## src/rtl/layer_pkg.sv

```systemverilog
// Shared types and constants for the programmable VGA layer scheduler.
package layer_pkg;

  localparam int unsigned NUM_LAYERS = 8;
  localparam int unsigned LAYER_W    = 3;
  localparam int unsigned RGB_W      = 8;
  localparam int unsigned CNT_W      = 8;

  typedef logic [RGB_W-1:0]   rgb_t;
  typedef logic [LAYER_W-1:0] layer_idx_t;

  typedef enum logic [1:0] {IDLE, PENDING, APPLY} cfg_state_t;

  typedef struct packed {
    logic [LAYER_W-1:0] prio;
    logic               enable;
    logic               blink;
  } layer_cfg_t;

  typedef struct packed {
    layer_idx_t layer;
    layer_cfg_t cfg;
  } cfg_write_t;

  // One comparator-tree node: candidate request with its priority and origin.
  typedef struct packed {
    logic               valid;
    logic [LAYER_W-1:0] prio;
    layer_idx_t         idx;
  } cand_t;

  function automatic layer_cfg_t reset_cfg(input int unsigned idx);
    layer_cfg_t c;
    c.prio   = LAYER_W'(idx);
    c.enable = 1'b1;
    c.blink  = 1'b0;
    return c;
  endfunction

endpackage

```

## src/rtl/layer_prio_select.sv

```systemverilog
// Combinational min-priority finder; balanced tree keeps depth at log2(NUM_LAYERS).
module layer_prio_select
  import layer_pkg::*;
(
  input  logic [NUM_LAYERS-1:0]              eff,
  input  logic [NUM_LAYERS-1:0][LAYER_W-1:0] prio,
  output layer_idx_t                         win_idx_c,
  output logic                               win_valid_c
);

  cand_t node [NUM_LAYERS];

  // Left (lower-index) node keeps the slot unless the right one is strictly better.
  always_comb begin
    for (int unsigned i = 0; i < NUM_LAYERS; i++) begin
      node[i].valid = eff[i];
      node[i].prio  = prio[i];
      node[i].idx   = LAYER_W'(i);
    end
    for (int unsigned lvl = 0; lvl < LAYER_W; lvl++) begin
      for (int unsigned i = 0; i + (1 << lvl) < NUM_LAYERS; i += (2 << lvl)) begin
        if (node[i + (1 << lvl)].valid &&
            (!node[i].valid || (node[i + (1 << lvl)].prio < node[i].prio))) begin
          node[i] = node[i + (1 << lvl)];
        end
      end
    end
    win_idx_c   = node[0].idx;
    win_valid_c = node[0].valid;
  end

endmodule

```

## src/rtl/layer_scheduler.sv

```systemverilog
// Run-time programmable layer arbiter: frame-synchronous config, blink, overlap flags.
module layer_scheduler
  import layer_pkg::*;
#(
  parameter int unsigned BLINK_FRAMES = 8
) (
  input  logic                  clk,
  input  logic                  resetN,
  input  logic                  startOfFrame,
  input  logic [NUM_LAYERS-1:0] layerDR,
  input  rgb_t                  layerRGB [NUM_LAYERS],
  input  rgb_t                  backgroundRGB,
  input  logic                  cfg_valid,
  output logic                  cfg_ready,
  input  layer_idx_t            cfg_layer,
  input  logic [LAYER_W-1:0]    cfg_prio,
  input  logic                  cfg_enable,
  input  logic                  cfg_blink,
  output rgb_t                  RGBOut,
  output layer_idx_t            winLayer,
  output logic                  winValid,
  output logic [NUM_LAYERS-1:0] collisionMask
);

  localparam logic [CNT_W-1:0] BLINK_LAST = CNT_W'(BLINK_FRAMES - 1);

  cfg_state_t            state_q, state_d;
  cfg_write_t            shadow_q, shadow_d;
  layer_cfg_t            cfg_q [NUM_LAYERS];
  layer_cfg_t            cfg_d [NUM_LAYERS];
  logic                  blink_phase_q, blink_phase_d;
  logic [CNT_W-1:0]      frame_cnt_q, frame_cnt_d;
  rgb_t                  rgb_q, rgb_d;
  layer_idx_t            win_layer_q, win_layer_d;
  logic                  win_valid_q, win_valid_d;
  logic [NUM_LAYERS-1:0] mask_q, mask_d;
  logic [NUM_LAYERS-1:0] acc_q, acc_d;
  logic                  cfg_ready_q, cfg_ready_d;

  logic [NUM_LAYERS-1:0]              eff_c;
  logic [NUM_LAYERS-1:0]              overlap_c;
  logic [NUM_LAYERS-1:0][LAYER_W-1:0] prio_c;
  layer_idx_t                         sel_idx_c;
  logic                               sel_valid_c;

  // Effective requests; overlap term is eff itself when two or more bits are set.
  always_comb begin
    eff_c  = '0;
    prio_c = '0;
    for (int unsigned i = 0; i < NUM_LAYERS; i++) begin
      eff_c[i]  = layerDR[i] & cfg_q[i].enable & ~(cfg_q[i].blink & blink_phase_q);
      prio_c[i] = cfg_q[i].prio;
    end
    overlap_c = ((eff_c & (eff_c - NUM_LAYERS'(1))) != '0) ? eff_c : '0;
  end

  layer_prio_select u_prio_select (
    .eff         (eff_c),
    .prio        (prio_c),
    .win_idx_c   (sel_idx_c),
    .win_valid_c (sel_valid_c)
  );

  always_comb begin
    state_d       = state_q;
    shadow_d      = shadow_q;
    cfg_d         = cfg_q;
    blink_phase_d = blink_phase_q;
    frame_cnt_d   = frame_cnt_q;
    mask_d        = mask_q;
    acc_d         = acc_q | overlap_c;
    rgb_d         = sel_valid_c ? layerRGB[sel_idx_c] : backgroundRGB;
    win_layer_d   = sel_valid_c ? sel_idx_c : '0;
    win_valid_d   = sel_valid_c;

    // The startOfFrame pixel already belongs to the new frame's accumulation.
    if (startOfFrame) begin
      mask_d = acc_q;
      acc_d  = overlap_c;
      if (frame_cnt_q == BLINK_LAST) begin
        frame_cnt_d   = '0;
        blink_phase_d = ~blink_phase_q;
      end else begin
        frame_cnt_d = frame_cnt_q + CNT_W'(1);
      end
    end

    unique case (state_q)
      IDLE: begin
        if (cfg_valid) begin
          shadow_d.layer       = cfg_layer;
          shadow_d.cfg.prio    = cfg_prio;
          shadow_d.cfg.enable  = cfg_enable;
          shadow_d.cfg.blink   = cfg_blink;
          state_d              = PENDING;
        end
      end
      PENDING: begin
        if (startOfFrame) state_d = APPLY;
      end
      APPLY: begin
        cfg_d[shadow_q.layer] = shadow_q.cfg;
        state_d               = IDLE;
      end
      default: state_d = IDLE;
    endcase

    cfg_ready_d = (state_d == IDLE);
  end

  always_ff @(posedge clk or negedge resetN) begin
    if (!resetN) begin
      state_q       <= IDLE;
      shadow_q      <= '0;
      for (int unsigned i = 0; i < NUM_LAYERS; i++) cfg_q[i] <= reset_cfg(i);
      blink_phase_q <= 1'b0;
      frame_cnt_q   <= '0;
      rgb_q         <= '0;
      win_layer_q   <= '0;
      win_valid_q   <= 1'b0;
      mask_q        <= '0;
      acc_q         <= '0;
      cfg_ready_q   <= 1'b1;
    end else begin
      state_q       <= state_d;
      shadow_q      <= shadow_d;
      cfg_q         <= cfg_d;
      blink_phase_q <= blink_phase_d;
      frame_cnt_q   <= frame_cnt_d;
      rgb_q         <= rgb_d;
      win_layer_q   <= win_layer_d;
      win_valid_q   <= win_valid_d;
      mask_q        <= mask_d;
      acc_q         <= acc_d;
      cfg_ready_q   <= cfg_ready_d;
    end
  end

  assign cfg_ready     = cfg_ready_q;
  assign RGBOut        = rgb_q;
  assign winLayer      = win_layer_q;
  assign winValid      = win_valid_q;
  assign collisionMask = mask_q;

endmodule

```

## config.mk

```make
export PLATFORM = sky130hd
export DESIGN_NAME = layer_scheduler
export DESIGN_NICKNAME = d
export VERILOG_FILES = /design/src/rtl/layer_pkg.sv /design/src/rtl/layer_prio_select.sv /design/src/rtl/layer_scheduler.sv
export SDC_FILE = /design/constraint.sdc
export NUM_CORES = 1
export LEC_CHECK = 0
export ABC_AREA = 1
export CAP_MARGIN = 20
export CORE_AREA = 2 2 118 120
export DETAILED_ROUTE_END_ITERATION = 8
export DIE_AREA = 0 0 120 122
export PLACE_DENSITY = 0.66
export SYNTH_ARGS = -nofsm -noshare
export SYNTH_HDL_FRONTEND = slang
export SYNTH_SLANG_ARGS = --single-unit
```

## constraint.sdc

```tcl
create_clock -name clk -period 3.44 [get_ports clk]
set_input_delay 0.344 -clock clk [delete_from_list [all_inputs] [get_ports clk]]
set_output_delay 0.344 -clock clk [all_outputs]
set_load 0.005 [all_outputs]
```

==> results.sh <==
export IMPL_hpwl_um=10110
export IMPL_fin_crit_sh_pct=110.9
export IMPL_synth_cells=683
export IMPL_fillers=1153
export IMPL_cts_num_sinks=88
export IMPL_synthArstFlopShare_pct=100.0
export IMPL_max_stage_delay_ns=0.53
export IMPL_cp_start_kind="register"
export IMPL_hold_viol=0
export IMPL_vdd_ir_drop_max_mv=0.6066
export IMPL_syn_num_nets=790
export IMPL_numPortBuffers=112
export IMPL_clockRootBuffer="clkbuf_16"
export IMPL_place_area_um2=6939
export IMPL_layout_nets=977
export IMPL_cts_tree="built"
export IMPL_skew_ns=0.004464
export IMPL_start_util_pct=37.87
export IMPL_insertedDiodeCount=0
export IMPL_drive_above_1_share_pct=26.29
export IMPL_synth_main_ff_cell="dfrtp_1"
export IMPL_synth_seq_cells=88
export IMPL_slowest_stage="dfstp_2"
export IMPL_overflow=0
export IMPL_grt_pass1_vias=4781
export IMPL_powerDensity_nw_per_um2=1147
export IMPL_drc=0
export IMPL_leakagePower_uw=0.003935
export IMPL_grt_pass1_wl_um=22290
export IMPL_register_area_um2=2228
export IMPL_synth_area_leaders="dfrtp_1 (33%), nand2_1 (13%), dfstp_2 (11%)"
export IMPL_synth_most_common_cell="nand2_1"
export IMPL_grt_max_degree=73
export IMPL_grt_total_usage_pct=19.09
export IMPL_hold_path_class="in2async"
export IMPL_outcome="finished, violations left"
export IMPL_path_class="reg2reg"
export IMPL_cap_violations=0
export IMPL_violations="negative setup slack"
export IMPL_synth_top_area_cell="dfrtp_1"
export IMPL_setup_slack_ns=-0.3748
export IMPL_maxSlewHeadroom_pct=32.40
export IMPL_cp_common_cell="nand2_1"
export IMPL_instances_no_fill=1055
export IMPL_die_area_um2=14640
export IMPL_vias_per_cell=4.813
export IMPL_postRouteWirelength_um=14970
export IMPL_ios=113
export IMPL_core_region_area_um2=13500
export IMPL_cts_buffer_depth=2
export IMPL_tightest_slew_ns=1.006
export IMPL_cts_htree_levels=3
export IMPL_yosysUniqueCellTypes=36
export IMPL_firstDrtPassIters=6
export IMPL_syn2layout_area_growth_pct=56.81
export IMPL_yosysSeqAreaShare_pct=43.58
export IMPL_stdcell_area_um2=8019
export IMPL_antenna_left=0
export IMPL_antenna_found_initial=0
export IMPL_drt_initial_drc_count=279
export IMPL_gp_congestion=0.9060
export IMPL_endpoint_kind="register"
export IMPL_synth_top_cell_area_share_pct=32.79
export IMPL_required_ns=3.72
export IMPL_synth_area_um2=5114
export IMPL_finalSetupViolations=10
export IMPL_synth_area_per_cell_um2=7.487
export IMPL_finalMaxSlewViolations=0
export IMPL_cts_buffers=9
export IMPL_rsz0062_at_grt="true"
export IMPL_clk_pin_slew_ns=0.06
export IMPL_synth_edf_count=0
export IMPL_post_drt_wl_per_cell_um=14.19
export IMPL_die_width_um=120
export IMPL_dp_cells=1022
export IMPL_arrival_ns=4.09
export IMPL_dr_total_vias=5078
export IMPL_clk_latency_ns=0.33
export IMPL_rows=43
export IMPL_fp_dieH_um=122
export IMPL_critPathMaxFanout=8
export IMPL_synth_common_cells="nand2_1 (179), inv_1 (120), nand3_1 (104)"
export IMPL_fmax_mhz=262.1
export IMPL_ys_warn_count=0
export IMPL_cts_hold_fix_buffers=0
export IMPL_fin_crit_ns=3.815
export IMPL_multi_input_area_um2=2868
report_power, final:
group / internal [uW] / total [uW] / leakage (uW) / switching [uW]
sequential: 1570 / 1830 / 0.00106 / 260
combinational: 3040 / 6400 / 0.00273 / 3350
clock: 581 / 972 / 0.000145 / 391
total: 5190 / 9190 / 0.00394 / 4000
stage by stage:
| step | utilization [%] | power, uW | hold slack [ns] | TNS [ns] | worst slack [ns] |
|---|---|---|---|---|---|
| 2_1_floorplan | - | 4577 | 0.04841 | -0.6647 | -0.08378 |
| 3_3_place_gp | 51.39 | 6224 | 0.4556 | -2.865 | -0.3917 |
| 3_5_place_dp | 51.39 | 6273 | 0.4577 | -3.026 | -0.4128 |
| 4_1_cts | 56.19 | 8105 | 0.1641 | -1.647 | -0.2163 |
| 5_1_grt | 59.38 | 9852 | 0.2066 | -5.081 | -0.6156 |
| 6_report | 59.38 | 9194 | 0.1262 | -2.844 | -0.3748 |
placed cells by master, fill, tap and decap left out, types with 7 or more instances in the layout:
cell type          n
nand2_1          162
inv_1            114
clkdlybuf4s50_1  111
dfrtp_1           67
nand3_1           63
buf_4             60
o21ai_0           37
nand3_2           34
nor2_1            27
nand2_2           21
dfstp_2           21
a21oi_1           18
nand2_4           13
clkbuf_16         12
ha_1               9
nand3_4            8
a22o_1             7
o21ai_2            7
buf_12             7
cells by family after synthesis:
group	count (synthesis)	share of synthesized area, %
multiplexers	1	0.2202
buffers and inverters	140	11.03
AND/OR/NAND/NOR	347	30.61
AO/OA/AOI/OAI	86	9.861
adder cells (fa/ha/maj)	15	3.670
flip-flops	88	43.58
XOR/XNOR	6	1.028
worst max-delay path: cells and delay by family, from the launching register on:
kind / cells / cell delay (ns)
buffers and inverters: 6 / 0.55
adder cells (fa/ha/maj): 3 / 0.72
AO/OA/AOI/OAI: 3 / 0.40
flip-flops: 1 / 0.53
AND/OR/NAND/NOR: 19 / 1.53
layout make-up:
type,instances,share of cell area (%)
sequential,88,27.79
clock inverter,5,0.7021
clock buffer,11,3.027
multi-input combinational,456,35.76
timing repair buffer,190,23.94
tap,180,2.809
inverter,125,5.976
path summary, 6_finish.rpt:
| kind | slack, ns | cells after the start | to | startpoint |
|---|---|---|---|---|
| setup / recovery | -0.37 | 31 | RGBOut[7]$_DFF_PN0_ | cfg_q[19]$_DFFE_PN1P_ |
| hold / removal | 0.13 | 1 | shadow_q[0]$_DFFE_PN0P_ | resetN |
| setup reg to reg | -0.37 | 31 | RGBOut[7]$_DFF_PN0_ | cfg_q[19]$_DFFE_PN1P_ |
| hold reg to reg | 0.47 | 2 | collisionMask[0]$_DFFE_PN0P_ | collisionMask[0]$_DFFE_PN0P_ |
| max in group asynchronous | 2.62 | 2 | RGBOut[4]$_DFF_PN0_ | resetN |
| min in group clk | 0.47 | 2 | collisionMask[0]$_DFFE_PN0P_ | collisionMask[0]$_DFFE_PN0P_ |
sequential cells by signal (all words and copies together), names as in the netlist:
| signal | flops |
|---|---|
| cfg_q | 40 |
| winLayer | 3 |
| acc_q | 8 |
| shadow_q | 8 |
| blink_phase_q | 1 |
| state_q | 2 |
| cfg_ready | 1 |
| winValid | 1 |
| collisionMask | 8 |
| RGBOut | 8 |
| frame_cnt_q | 8 |
layer usage:
layer | up-vias | track usage [%] | share of wire (%)
met5 | - | 0 | 0
met4 | 0 | 5.735 | 2.7
met3 | 31 | 3.230 | 4.0
met2 | 132 | 32.74 | 50
met1 | 2359 | 24.74 | 43
li1 | 2556 | - | -
what timing repair did:
action | CTS | global route
cloned | 2 | 4
gates resized for setup | 47 | 67
pin swaps | 25 | 41
setup endpoints to repair | 10 | 11
setup buffers | 10 | 2
Note: power is estimated with default switching activity, not from simulation.
